**src/rtl/puf_response_collector.sv**
```systemverilog
// puf_response_collector: drives a ring-oscillator PUF, one challenge per key
// word (seed + word index, mod 256). It waits for a rising edge on puf_ready,
// stores each 8-bit response, and presents the assembled key with key_valid.
// Optional majority voting is enabled by the PUF_MAJORITY_VOTE_EN macro: each
// challenge is evaluated VOTES times and every key bit is resolved by majority.
//
// Ports:
//   clk, rst      clock, asynchronous active-high reset
//   start         one-cycle request; accepted only in IDLE or DONE
//   seed          base challenge, sampled on an accepted start
//   puf_response  PUF response byte, captured on a puf_ready rising edge
//   puf_ready     PUF ready level
//   puf_en        PUF oscillator enable (registered)
//   chall_out     challenge to the PUF (registered)
//   key           assembled key, word i at key[8i+7:8i] (registered)
//   key_valid     key complete and stable (registered)
//   busy          generation in progress (registered)
//   err           last generation ended in a timeout (registered)
module puf_response_collector #(
    parameter int unsigned NUM_WORDS = 4,
    parameter int unsigned VOTES     = 3,
    parameter int unsigned TIMEOUT   = 4096
) (
    input  logic                   clk,
    input  logic                   rst,
    input  logic                   start,
    input  logic [7:0]             seed,
    input  logic [7:0]             puf_response,
    input  logic                   puf_ready,
    output logic                   puf_en,
    output logic [7:0]             chall_out,
    output logic [8*NUM_WORDS-1:0] key,
    output logic                   key_valid,
    output logic                   busy,
    output logic                   err
);

    localparam int unsigned KEY_W     = 8 * NUM_WORDS;
    localparam logic [3:0]  LAST_WORD = 4'(NUM_WORDS - 1);
    localparam logic [15:0] TMO_LAST  = 16'(TIMEOUT - 1);

    // Elaboration-time guard on the voting parameter.
    if ((VOTES % 2) == 0 || VOTES > 15) begin : g_bad_votes
        $error("VOTES must be odd and at most 15");
    end

    typedef enum logic [2:0] {
        S_IDLE,
        S_ISSUE,
        S_WAIT,
        S_STORE,
        S_DONE
    } state_e;

    state_e             state_q;
    logic [7:0]         seed_q;
    logic [7:0]         resp_q;
    logic [7:0]         chall_q;
    logic [3:0]         word_idx_q;
    logic [15:0]        tmo_q;
    logic               ready_prev_q;
    logic               puf_en_q;
    logic               busy_q;
    logic               key_valid_q;
    logic               err_q;
    logic [KEY_W-1:0]   key_q;

    logic               capture_c;
    logic               eval_done_c;
    logic [7:0]         store_byte_c;

    // A capture needs a fresh rising edge; a level held high is not a response.
    assign capture_c = puf_ready & ~ready_prev_q;

`ifdef PUF_MAJORITY_VOTE_EN
    localparam logic [3:0] LAST_VOTE = 4'(VOTES - 1);
    localparam logic [3:0] HALF      = 4'(VOTES / 2);

    logic [3:0] vote_idx_q;
    logic [3:0] vcnt_q [8];
    logic [3:0] vsum_c [8];

    // Per-bit tallies including the byte captured for this evaluation.
    always_comb begin
        store_byte_c = '0;
        for (int b = 0; b < 8; b++) begin
            vsum_c[b]       = vcnt_q[b] + 4'(resp_q[b]);
            store_byte_c[b] = (vsum_c[b] > HALF);
        end
    end

    assign eval_done_c = (vote_idx_q == LAST_VOTE);
`else
    assign store_byte_c = resp_q;
    assign eval_done_c  = 1'b1;
`endif

    // Main controller: state, PUF handshake, key assembly and status flags.
    always_ff @(posedge clk or posedge rst) begin
        if (rst) begin
            state_q      <= S_IDLE;
            seed_q       <= '0;
            resp_q       <= '0;
            chall_q      <= '0;
            word_idx_q   <= '0;
            tmo_q        <= '0;
            ready_prev_q <= 1'b0;
            puf_en_q     <= 1'b0;
            busy_q       <= 1'b0;
            key_valid_q  <= 1'b0;
            err_q        <= 1'b0;
            key_q        <= '0;
`ifdef PUF_MAJORITY_VOTE_EN
            vote_idx_q   <= '0;
            for (int b = 0; b < 8; b++) vcnt_q[b] <= '0;
`endif
        end else begin
            ready_prev_q <= puf_ready;
            case (state_q)
                S_IDLE, S_DONE: begin
                    if (start) begin
                        seed_q      <= seed;
                        chall_q     <= seed;
                        word_idx_q  <= '0;
                        key_q       <= '0;
                        key_valid_q <= 1'b0;
                        err_q       <= 1'b0;
                        busy_q      <= 1'b1;
                        puf_en_q    <= 1'b1;
                        state_q     <= S_ISSUE;
`ifdef PUF_MAJORITY_VOTE_EN
                        vote_idx_q  <= '0;
                        for (int b = 0; b < 8; b++) vcnt_q[b] <= '0;
`endif
                    end
                end
                S_ISSUE: begin
                    tmo_q   <= '0;
                    state_q <= S_WAIT;
                end
                S_WAIT: begin
                    if (capture_c) begin
                        resp_q   <= puf_response;
                        puf_en_q <= 1'b0;
                        state_q  <= S_STORE;
                    end else if (tmo_q == TMO_LAST) begin
                        err_q       <= 1'b1;
                        key_valid_q <= 1'b0;
                        busy_q      <= 1'b0;
                        puf_en_q    <= 1'b0;
                        state_q     <= S_IDLE;
                    end else begin
                        tmo_q <= tmo_q + 16'd1;
                    end
                end
                S_STORE: begin
                    if (!eval_done_c) begin
                        // Re-evaluate the same challenge; chall_out is left untouched.
`ifdef PUF_MAJORITY_VOTE_EN
                        for (int b = 0; b < 8; b++) vcnt_q[b] <= vsum_c[b];
                        vote_idx_q <= vote_idx_q + 4'd1;
`endif
                        puf_en_q <= 1'b1;
                        state_q  <= S_ISSUE;
                    end else begin
                        for (int w = 0; w < int'(NUM_WORDS); w++) begin
                            if (word_idx_q == 4'(w)) key_q[w*8 +: 8] <= store_byte_c;
                        end
                        if (word_idx_q < LAST_WORD) begin
                            word_idx_q <= word_idx_q + 4'd1;
                            chall_q    <= seed_q + 8'(word_idx_q) + 8'd1;
                            puf_en_q   <= 1'b1;
                            state_q    <= S_ISSUE;
`ifdef PUF_MAJORITY_VOTE_EN
                            vote_idx_q <= '0;
                            for (int b = 0; b < 8; b++) vcnt_q[b] <= '0;
`endif
                        end else begin
                            busy_q      <= 1'b0;
                            key_valid_q <= 1'b1;
                            state_q     <= S_DONE;
                        end
                    end
                end
                default: state_q <= S_IDLE;
            endcase
        end
    end

    assign puf_en    = puf_en_q;
    assign chall_out = chall_q;
    assign key       = key_q;
    assign key_valid = key_valid_q;
    assign busy      = busy_q;
    assign err       = err_q;

endmodule
```
**config.mk**
```make
export PLATFORM = sky130hd
export DESIGN_NAME = puf_response_collector
export DESIGN_NICKNAME = d
export VERILOG_FILES = /design/src/rtl/puf_response_collector.sv
export SDC_FILE = /design/constraint.sdc
export NUM_CORES = 1
export LEC_CHECK = 0
export ABC_AREA = 1
export BUFFER_PORTS_ARGS = -buffer_cell sky130_fd_sc_hd__buf_4
export CAP_MARGIN = 20
export CORE_ASPECT_RATIO = 0.7
export CORE_MARGIN = 5
export CORE_UTILIZATION = 45
export CTS_CLUSTER_DIAMETER = 60
export DETAILED_ROUTE_END_ITERATION = 8
export PLACE_DENSITY = 0.66
export REMOVE_ABC_BUFFERS = 1
export SLEW_MARGIN = 10
export SYNTH_ARGS = -nofsm -noshare
export SYNTH_HDL_FRONTEND = slang
export SYNTH_SLANG_ARGS = --single-unit
```
**constraint.sdc**
```tcl
create_clock -name clk -period 5.3 [get_ports clk]
set_input_delay 1.06 -clock clk [delete_from_list [all_inputs] [get_ports clk]]
set_output_delay 1.06 -clock clk [all_outputs]
set_load 0.005 [all_outputs]
```
==> metrics.txt <==
status completed; Synthesis Warnings 0; CP max-delay cell nand3_2; CTS Buffer Depth 2; Max IR drop VDD 254 uV; routed vias 3335; Finished Cell Area 4960 um2; Hold EP chall_out[7]$_DFFE_PP0P_; gpl congestion 0.914; post-synthesis sequential area ratio 51.1%; CP max FO 23; stages on the worst setup path 7; Root Driver clkbuf_16; Post-synth top flop dfrtp_1; Initial Util 45.7%; Die ar. 11200 um2; first-pass GRT wire length 16.2 mm; CTS tree done; Buf/Inv on CP 2; H-Tree Depth 3; fill count 835; fmax 499 MHz; routed len/inst 13.8 um; Synth Cell Area 4110 um2; delay-heaviest family, CP simple AND/OR/NAND/NOR gates; class of the worst hold path reg -> reg; Async SR Flop Fraction 100%; initial antenna violation count 0; Die Width 124 um; R2R depth 6; r2r endpoint tmo_q[9]$_DFFE_PP0P_; clock skew 0.00761 ns; post-route insts no fill 677; setup bufs post-CTS 0; Final setup viols 0; Tmin final 2.00 ns; grt ovf 0; Hold Path Origin chall_out[7]$_DFFE_PP0P_; CTS buffer count 9; #FFs+latches synth 84; PnR Total Power 2.64 mW; Num Clock Sinks 84; Crit path arrival time 2.20 ns; drt first pass iters 4; GRT Total Usage 17.6%; DRC Markers 0; Core Rows 29; WHS Path Cells 2; Yosys cell types 26; Clk Latency, worst-skew pair 0.33 ns; Hold Fails Final Rpt 0; Vias/cell 4.93; cts hold-fix bufs 0; crit-path max cell delay 0.42 ns; DP HPWL 6.60 mm; crit path cell chain buf_4, inv_1, nor2_1, nand2_2, nand3_2, nand2_1, o21ai_0; RSZ-0062 raised after global routing false; share of cells above drive strength 1 20.1%; Worst-Margin Slew 0.960 ns; Final Util 55.1%; Layout Area Growth over Synthesis 20.6%; kind of critical path in -> reg; Slew Limit Headroom 35.6%; Crit. End Element flop; # resized after CTS 0; R2R Setup Slk 3.32 ns; nets@finish 578; pin count of the biggest net entering global routing 48; Reg clk slew, reported paths 0.06 ns; Cells after DPL 661; Reg2Reg Launch Point state_q[2]$_DFFE_PP0P_; Placement Cell Area 4640 um2; startpoint types input port; CP required 5.50 ns; Synth Instances 487; number of synthesized flops with an enable pin 0; I/O pin cnt 64; setup TNS 0 ns; core area 9000 um2; leak pwr 2.41 nW; DIE HEIGHT 90.0 um; final period utilization 37.8%; max-cap viol count 0; power per cell area 533 nW/um2; Max Slew Vio Count 0; ant diodes 0; Detailed Route WL 9.36 mm; initial DRC count 239; I/O Buffers 63; post-route ant nets 0; syn_area_per_cell 8.44 um2; vias in the first global route 3254
==> cells by family after synthesis <==
| family | count (synthesis) | synth area share (%) |
|---|---|---|
| AOI/OAI and AO/OA | 71 | 9.25 |
| xor gates and xnor gates | 5 | 1.06 |
| adders and majority gates | 10 | 3.22 |
| buffers and inverters | 50 | 5.93 |
| DFF | 84 | 51.1 |
| muxes | 8 | 2.19 |
| and+or+nand+nor | 259 | 27.2 |
==> worst min-delay path, stage by stage, from the launching register on <==
cell and delay [ns]:
dfrtp_1 0.34, nand2_1 0.06, nand2_1 0.05
==> power by group <==
group          internal, mW  total [mW]  switching [mW]
Clock                 0.415       0.665           0.250
Sequential            0.857        1.01           0.148
Combinational         0.393       0.972           0.580
Total                  1.67        2.64           0.977
==> state kept, by name (all words and copies together) (netlist names) <==
signal	cells
key_valid	1
seed_q	8
resp_q	8
busy	1
state_q	3
word_idx_q	4
tmo_q	16
key	32
puf_en	1
chall_out	8
err	1
ready_prev_q	1
==> per-stage QoR <==
stage	setup slack, ns	hold slack [ns]
after floorplan	2.07	0.455
after global placement	3.00	0.468
after detailed placement	2.96	0.467
after CTS	3.31	0.491
after global routing	3.15	0.512
final	3.30	0.483
==> layout by cell type (no fill, tap or decap), drive strengths merged <==
| cell type | instances |
|---|---|
| a21oi | 4 |
| buf | 64 |
| bufinv | 2 |
| clkbuf | 11 |
| clkinv | 2 |
| clkinvlp | 1 |
| dfrtp | 84 |
| fa | 1 |
| ha | 9 |
| inv | 36 |
| mux2 | 8 |
| nand2 | 172 |
| nand3 | 31 |
| nand3b | 5 |
| nand4 | 6 |
| nor2 | 44 |
| o211ai | 5 |
| o21ai | 57 |
| o21bai | 4 |
| o31ai | 1 |
| or2 | 1 |
| xor2 | 5 |
==> how the worst max path moves through the flow <==
stage                                      start  slack [ns]                    end
after floorplan                              rst        2.07       busy$_DFFE_PP0P_
after global placement                 puf_ready        3.00  tmo_q[11]$_DFFE_PP0P_
after detailed placement               puf_ready        2.96   tmo_q[9]$_DFFE_PP0P_
after CTS                 state_q[2]$_DFFE_PP0P_        3.31   tmo_q[9]$_DFFE_PP0P_
after global routing      state_q[2]$_DFFE_PP0P_        3.15   tmo_q[0]$_DFFE_PP0P_
final                                  puf_ready        3.30   tmo_q[9]$_DFFE_PP0P_
==> layout make-up <==
cell class / count / area [um2] / share of cell area [%]
flip-flops and latches: 84 / 2100 / 42.4
multi-input cells: 353 / 1770 / 35.6
repair buffers: 64 / 480 / 9.69
clock buffers: 11 / 233 / 4.69
well taps: 124 / 155 / 3.13
inverters: 36 / 136 / 2.75
clock inverters: 5 / 85.1 / 1.72
==> layer usage <==
layer  wire length (um)  global-route usage (%)  share of wire [%]  vias up
li1                   -                       -                  -     1696
met1               4880                    25.9                 52     1550
met2               3860                    25.3                 41       85
met3                563                    6.28                6.0        4
met4                 55                    3.56               0.59        0
met5                  0                       0                  0        -
==> cell usage after synthesis (6+ instances only) <==
library cell  count  area (um2)
buf_2             6        30.0
dfrtp_1          84        2100
ha_1              9         113
inv_1            33         124
mux2_2            8        90.1
nand2_1         160         601
nand2_2          12        75.1
nand3_1          28         140
nand4_1           6        37.5
nor2_1           39         146
o21ai_0          31         155
o21ai_1          26         130
(Power assumes the default switching activity.)
